[config.mk]
export PLATFORM = sky130hd
export DESIGN_NAME = fir_mac_sequencer
export DESIGN_NICKNAME = d
export VERILOG_FILES = /design/src/rtl/fir_mac_sequencer.sv
export SDC_FILE = /design/constraint.sdc
export NUM_CORES = 1
export LEC_CHECK = 0
export ABC_AREA = 1
export BUFFER_PORTS_ARGS = -buffer_cell sky130_fd_sc_hd__buf_2
export CORE_MARGIN = 5
export CORE_UTILIZATION = 45
export CTS_CLUSTER_DIAMETER = 60
export DETAILED_ROUTE_END_ITERATION = 6
export GPL_ROUTABILITY_DRIVEN = 0
export GPL_TIMING_DRIVEN = 0
export PLACE_DENSITY = 0.75
export SLEW_MARGIN = 10
export SYNTH_ARGS = -nofsm -noshare
export SYNTH_HDL_FRONTEND = slang
export SYNTH_SLANG_ARGS = --single-unit
[constraint.sdc]
create_clock -name clk -period 6.3 [get_ports clk]
set_input_delay 0.315 -clock clk [delete_from_list [all_inputs] [get_ports clk]]
set_output_delay 0.315 -clock clk [all_outputs]
set_load 0.02 [all_outputs]
[src/rtl/fir_mac_sequencer.sv]
// fir_mac_sequencer: sequential FIR filter. One shared multiplier walks the
// delay line one tap per cycle; the result is held until the consumer takes it.
module fir_mac_sequencer #(
    parameter int TAPS = 8,
    parameter int DW   = 16,
    parameter int CW   = 8,
    parameter int AW   = 32
) (
    input  logic                     clk,
    input  logic                     rst,
    input  logic                     coef_we,
    input  logic [$clog2(TAPS)-1:0]  coef_addr,
    input  logic signed [CW-1:0]     coef_data,
    output logic                     coef_err,
    input  logic                     in_valid,
    input  logic signed [DW-1:0]     in_data,
    output logic                     in_ready,
    output logic                     out_valid,
    output logic signed [AW-1:0]     out_data,
    input  logic                     out_ready,
    output logic                     busy
);

    localparam int IW = $clog2(TAPS);
    localparam logic [IW-1:0] LAST   = IW'(TAPS - 1);
    localparam logic [IW:0]   TAPS_W = (IW + 1)'(TAPS);

    typedef enum logic [1:0] {IDLE, MAC, HOLD} state_t;

    state_t                  state;
    logic signed [CW-1:0]    coef [TAPS];
    logic signed [DW-1:0]    tap  [TAPS];
    logic [IW-1:0]           idx;
    logic signed [AW-1:0]    acc;
    logic signed [DW+CW-1:0] prod;
    logic signed [AW-1:0]    sum;
    logic                    addr_ok;

    // Single shared multiplier; product sign-extended into the wrapping accumulator.
    always_comb begin
        prod    = coef[idx] * tap[idx];
        sum     = acc + AW'(prod);
        addr_ok = ({1'b0, coef_addr} < TAPS_W);
    end

    assign in_ready = (state == IDLE);
    assign busy     = (state != IDLE);

    // Sequencer FSM: accept a sample, accumulate one tap per cycle, hold the result.
    always_ff @(posedge clk or negedge rst) begin
        if (!rst) begin
            state     <= IDLE;
            idx       <= '0;
            acc       <= '0;
            out_valid <= 1'b0;
            out_data  <= '0;
            coef_err  <= 1'b0;
            for (int unsigned k = 0; k < TAPS; k++) begin
                tap[k] <= '0;
            end
        end else begin
            coef_err <= coef_we && ((state != IDLE) || !addr_ok);
            case (state)
                IDLE: begin
                    if (in_valid) begin
                        tap[0] <= in_data;
                        for (int unsigned k = 1; k < TAPS; k++) begin
                            tap[k] <= tap[k-1];
                        end
                        acc   <= '0;
                        idx   <= '0;
                        state <= MAC;
                    end
                end
                MAC: begin
                    acc <= sum;
                    if (idx == LAST) begin
                        idx       <= '0;
                        out_data  <= sum;
                        out_valid <= 1'b1;
                        state     <= HOLD;
                    end else begin
                        idx <= idx + 1'b1;
                    end
                end
                HOLD: begin
                    if (out_ready) begin
                        out_valid <= 1'b0;
                        state     <= IDLE;
                    end
                end
                default: state <= IDLE;
            endcase
        end
    end

    // Coefficient store: identity on reset, writable only while idle.
    always_ff @(posedge clk or negedge rst) begin
        if (!rst) begin
            for (int unsigned k = 0; k < TAPS; k++) begin
                coef[k] <= (k == 0) ? {{(CW-1){1'b0}}, 1'b1} : '0;
            end
        end else if (coef_we && (state == IDLE) && addr_ok) begin
            coef[coef_addr] <= coef_data;
        end
    end

endmodule

==> metrics.txt <==
# TYPE chip_impl_metric gauge
chip_impl_metric{name="clock_latency",unit="ps"} 600
chip_impl_info{name="most-common-layout-cells",value="nand2_1 (561), inv_1 (372), o21ai_0 (289)"} 1
chip_impl_metric{name="number_of_global_route_vias_before_repair",unit=""} 16025
chip_impl_info{name="critPathMostFrequentCell",value="nand2_1"} 1
chip_impl_info{name="violations",value="DRC"} 1
chip_impl_info{name="run_status",value="finished with violations"} 1
chip_impl_metric{name="number_of_warning_messages_in_the_yosys_log",unit=""} 0
chip_impl_metric{name="syn-num-nets",unit=""} 2539
chip_impl_info{name="endpoint_kind",value="flip-flop"} 1
chip_impl_metric{name="sequential_cell_area",unit="um2"} 6590
chip_impl_metric{name="ys_seq_area_frac",unit=""} 0.355
chip_impl_metric{name="grt.overflow.total",unit=""} 0
chip_impl_info{name="crit_path_start_kind",value="flip-flop"} 1
chip_impl_info{name="final_common_cell",value="nand2_1"} 1
chip_impl_metric{name="fp.coreArea",unit="um2"} 40800
chip_impl_info{name="setup_repair_after_global_routing_missed_its_margin",value="true"} 1
chip_impl_metric{name="worst_path_largest_cell_delay",unit="ps"} 540
chip_impl_metric{name="clock_path_buffers",unit=""} 3
chip_impl_metric{name="report.final.setup_viol",unit=""} 0
chip_impl_metric{name="timing.max_slew.rel_slack",unit=""} 0.544
chip_impl_info{name="synth_area_leaders",value="dfrtp_1 (35%), fa_1 (17%), nand2_1 (11%)"} 1
chip_impl_metric{name="avgSynthCellArea",unit="um2"} 8.16
chip_impl_metric{name="first_iter_violations",unit=""} 1430
chip_impl_metric{name="final_critical_path_setup_slack",unit="ps"} 222
chip_impl_metric{name="fp.dieW",unit="um"} 213
chip_impl_metric{name="ys_seq_elements",unit=""} 263
chip_impl_metric{name="n_antenna_cell",unit=""} 0
chip_impl_metric{name="cts.reportedPaths.clkPinSlew",unit="ps"} 60
chip_impl_metric{name="netlist_instances",unit=""} 2275
chip_impl_metric{name="max_freq",unit="MHz"} 165
chip_impl_metric{name="drt_pre_antenna_iters",unit=""} 7
chip_impl_metric{name="io_pins",unit=""} 68
chip_impl_metric{name="fillCellCount",unit=""} 3689
chip_impl_metric{name="grt_first_pass_wirelength",unit="um"} 82800
chip_impl_metric{name="drive_above_1_share",unit=""} 0.108
chip_impl_metric{name="layout-area-overhead-vs-synth",unit="%"} 13.9
chip_impl_metric{name="tmin_final",unit="ps"} 6080
chip_impl_metric{name="route.detailed.wl_per_inst",unit="um"} 17.1
chip_impl_metric{name="preCtsSetupSlack",unit="ps"} -369
chip_impl_metric{name="syn-cell-area",unit="um2"} 18600
chip_impl_metric{name="hold_viol_final",unit=""} 0
chip_impl_metric{name="placement.io_buffers",unit=""} 67
chip_impl_metric{name="vias",unit=""} 15807
chip_impl_metric{name="design.die.area",unit="um2"} 45400
chip_impl_metric{name="ant_nets",unit=""} 0
chip_impl_metric{name="route.detailed.drc",unit=""} 2
chip_impl_metric{name="grt_antenna_before_repair",unit=""} 1
chip_impl_metric{name="dp_hpwl",unit="um"} 38700
chip_impl_metric{name="finalWirelength",unit="um"} 50800
chip_impl_metric{name="period_share",unit=""} 0.965
chip_impl_metric{name="grt_max_degree",unit=""} 91
chip_impl_metric{name="std_cell_rows",unit=""} 74
chip_impl_info{name="synth.largest_area_cell",value="dfrtp_1"} 1
chip_impl_info{name="tritoncts_clock_tree",value="yes"} 1
chip_impl_info{name="path_class",value="reg2reg"} 1
chip_impl_metric{name="clkSinkCount",unit=""} 263
chip_impl_info{name="worstSetupStartpoint",value="idx[0]"} 1
chip_impl_info{name="root_buffer",value="clkbuf_16"} 1
chip_impl_metric{name="groute.usage.overall",unit=""} 0.228
chip_impl_metric{name="via_per_inst",unit=""} 5.33
chip_impl_info{name="hold_path.class",value="in2reg"} 1
chip_impl_info{name="cpMaxStageDelayCell",value="fa_1"} 1
chip_impl_info{name="timing.hold.worst.start",value="coef_addr[2]"} 1
chip_impl_metric{name="worst-endpoint-required",unit="ps"} 6730
chip_impl_metric{name="timing_max_transition_violations_final",unit=""} 0
chip_impl_metric{name="crit_fanout",unit=""} 13
chip_impl_metric{name="clock_tree_skew_after_final_layout",unit="ps"} 57.8
chip_impl_metric{name="max_cap_viols",unit=""} 0
chip_impl_metric{name="die_y",unit="um"} 213
chip_impl_metric{name="cp.arrival",unit="ps"} 6510
chip_impl_metric{name="total_cts_buffers",unit=""} 30
chip_impl_metric{name="synth_cell_type_count",unit=""} 38
chip_impl_metric{name="yosys.area.top_type_share",unit=""} 0.353
chip_impl_metric{name="multi_input_area",unit="um2"} 10100
chip_impl_metric{name="timing_worst_slew_pin_value",unit="ps"} 684
chip_impl_metric{name="nNetsFinal",unit=""} 2674
chip_impl_metric{name="initial_core_util",unit=""} 0.454
chip_impl_metric{name="h_tree_depth",unit=""} 1
chip_impl_info{name="crit-reg2reg-launch",value="idx[0]"} 1
[worst max-delay path, delay by kind of cell (launching register included)]
| family | cells | cell delay [ps] |
|---|---|---|
| simple gates | 11 | 1410 |
| fa+ha+maj | 6 | 2620 |
| flops | 1 | 380 |
| buf+inv | 8 | 1110 |
| compound gates | 3 | 400 |
[cell usage after synthesis]
library cell	count
fa_1	160
a21o_1	1
nor3_4	2
o21ai_1	19
o21ai_4	1
nand3_1	63
nor3_1	5
dfstp_2	1
nor2_4	2
or2_1	2
o21bai_1	7
buf_2	30
nor2_2	3
mux2i_4	1
xor2_1	6
nand2_2	2
clkbuf_1	29
o211ai_1	3
and2_1	3
nand3b_1	3
ha_1	72
or2_2	3
inv_4	1
dfrtp_1	262
nand2_1	563
buf_4	15
a21oi_1	96
inv_2	20
xnor2_1	4
a21oi_2	2
nor2_1	158
nand4_1	18
buf_6	11
buf_1	5
o21ai_0	290
inv_1	373
o22ai_1	17
o21ai_2	22
[per-layer routing]
layer | up-vias | global-route usage | share of wire
met5 | - | 0 | 0
met4 | 0 | 0.0909 | 0.042
met3 | 130 | 0.0354 | 0.084
met2 | 690 | 0.371 | 0.47
met1 | 7624 | 0.307 | 0.40
li1 | 7363 | - | -
[through the flow]
stage                     cell area (um2)  hold slack [ps]  TNS (ps)  instances   util
after floorplan                     18600             19.4         0       2275      -
after global placement              19600              461    -36900       2874  0.479
after detailed placement            19600              381     -4500       2877  0.481
after CTS                           21000             94.7         0       2964  0.514
after global routing                21100              124     -63.1       2965  0.517
final                               21100              121         0       2965  0.517
[registers in the layout, summed over array words and instances (netlist names)]
name and cells:
tap 128, coef 64, acc 32, out_data 32, idx 3, state 2, coef_err 1, out_valid 1
[what timing repair did]
item / CTS / global route
buffers inserted: 5 / 1
endpoints found under the hold margin: 112 / 0
setup endpoints to repair: 29 / 39
gates resized for setup: 8 / 27
pin swaps: 2 / 1
hold buffers: 27 / 0
gates cloned: 0 / 0
[final timing paths]
| kind | endpoint | slack (ps) | cells past startpoint |
|---|---|---|---|
| worst max-delay path | acc[30] | 220 | 28 |
| max in group asynchronous | out_data[2] | 5000 | 3 |
| worst min-delay path | coef[36] | 120 | 4 |
| worst max register to register | acc[30] | 220 | 28 |
| worst min register to register | out_data[17] | 480 | 2 |
| min in group asynchronous | tap[112] | 320 | 2 |
[cell type report]
type                            count  area share
Buffer                             90      0.0248
Clock buffer                       43      0.0402
Clock inverter                     12     0.00752
Inverter                          394      0.0703
Multi-Input combinational cell   1528       0.478
Sequential cell                   263       0.312
Tap cell                          532      0.0315
Timing Repair Buffer              103      0.0360
[kinds of logic after synthesis]
logic type,Yosys count,share of synthesized area
buf+inv,484,0.108
mux,1,0.00121
flops,263,0.355
simple gates,827,0.179
compound gates,458,0.132
xor+xnor,10,0.00472
fa+ha+maj,232,0.221
Power is left out: the tool's default activity adds up to more than one toggle a clock period on the data nets, which glitch-free logic cannot reach.
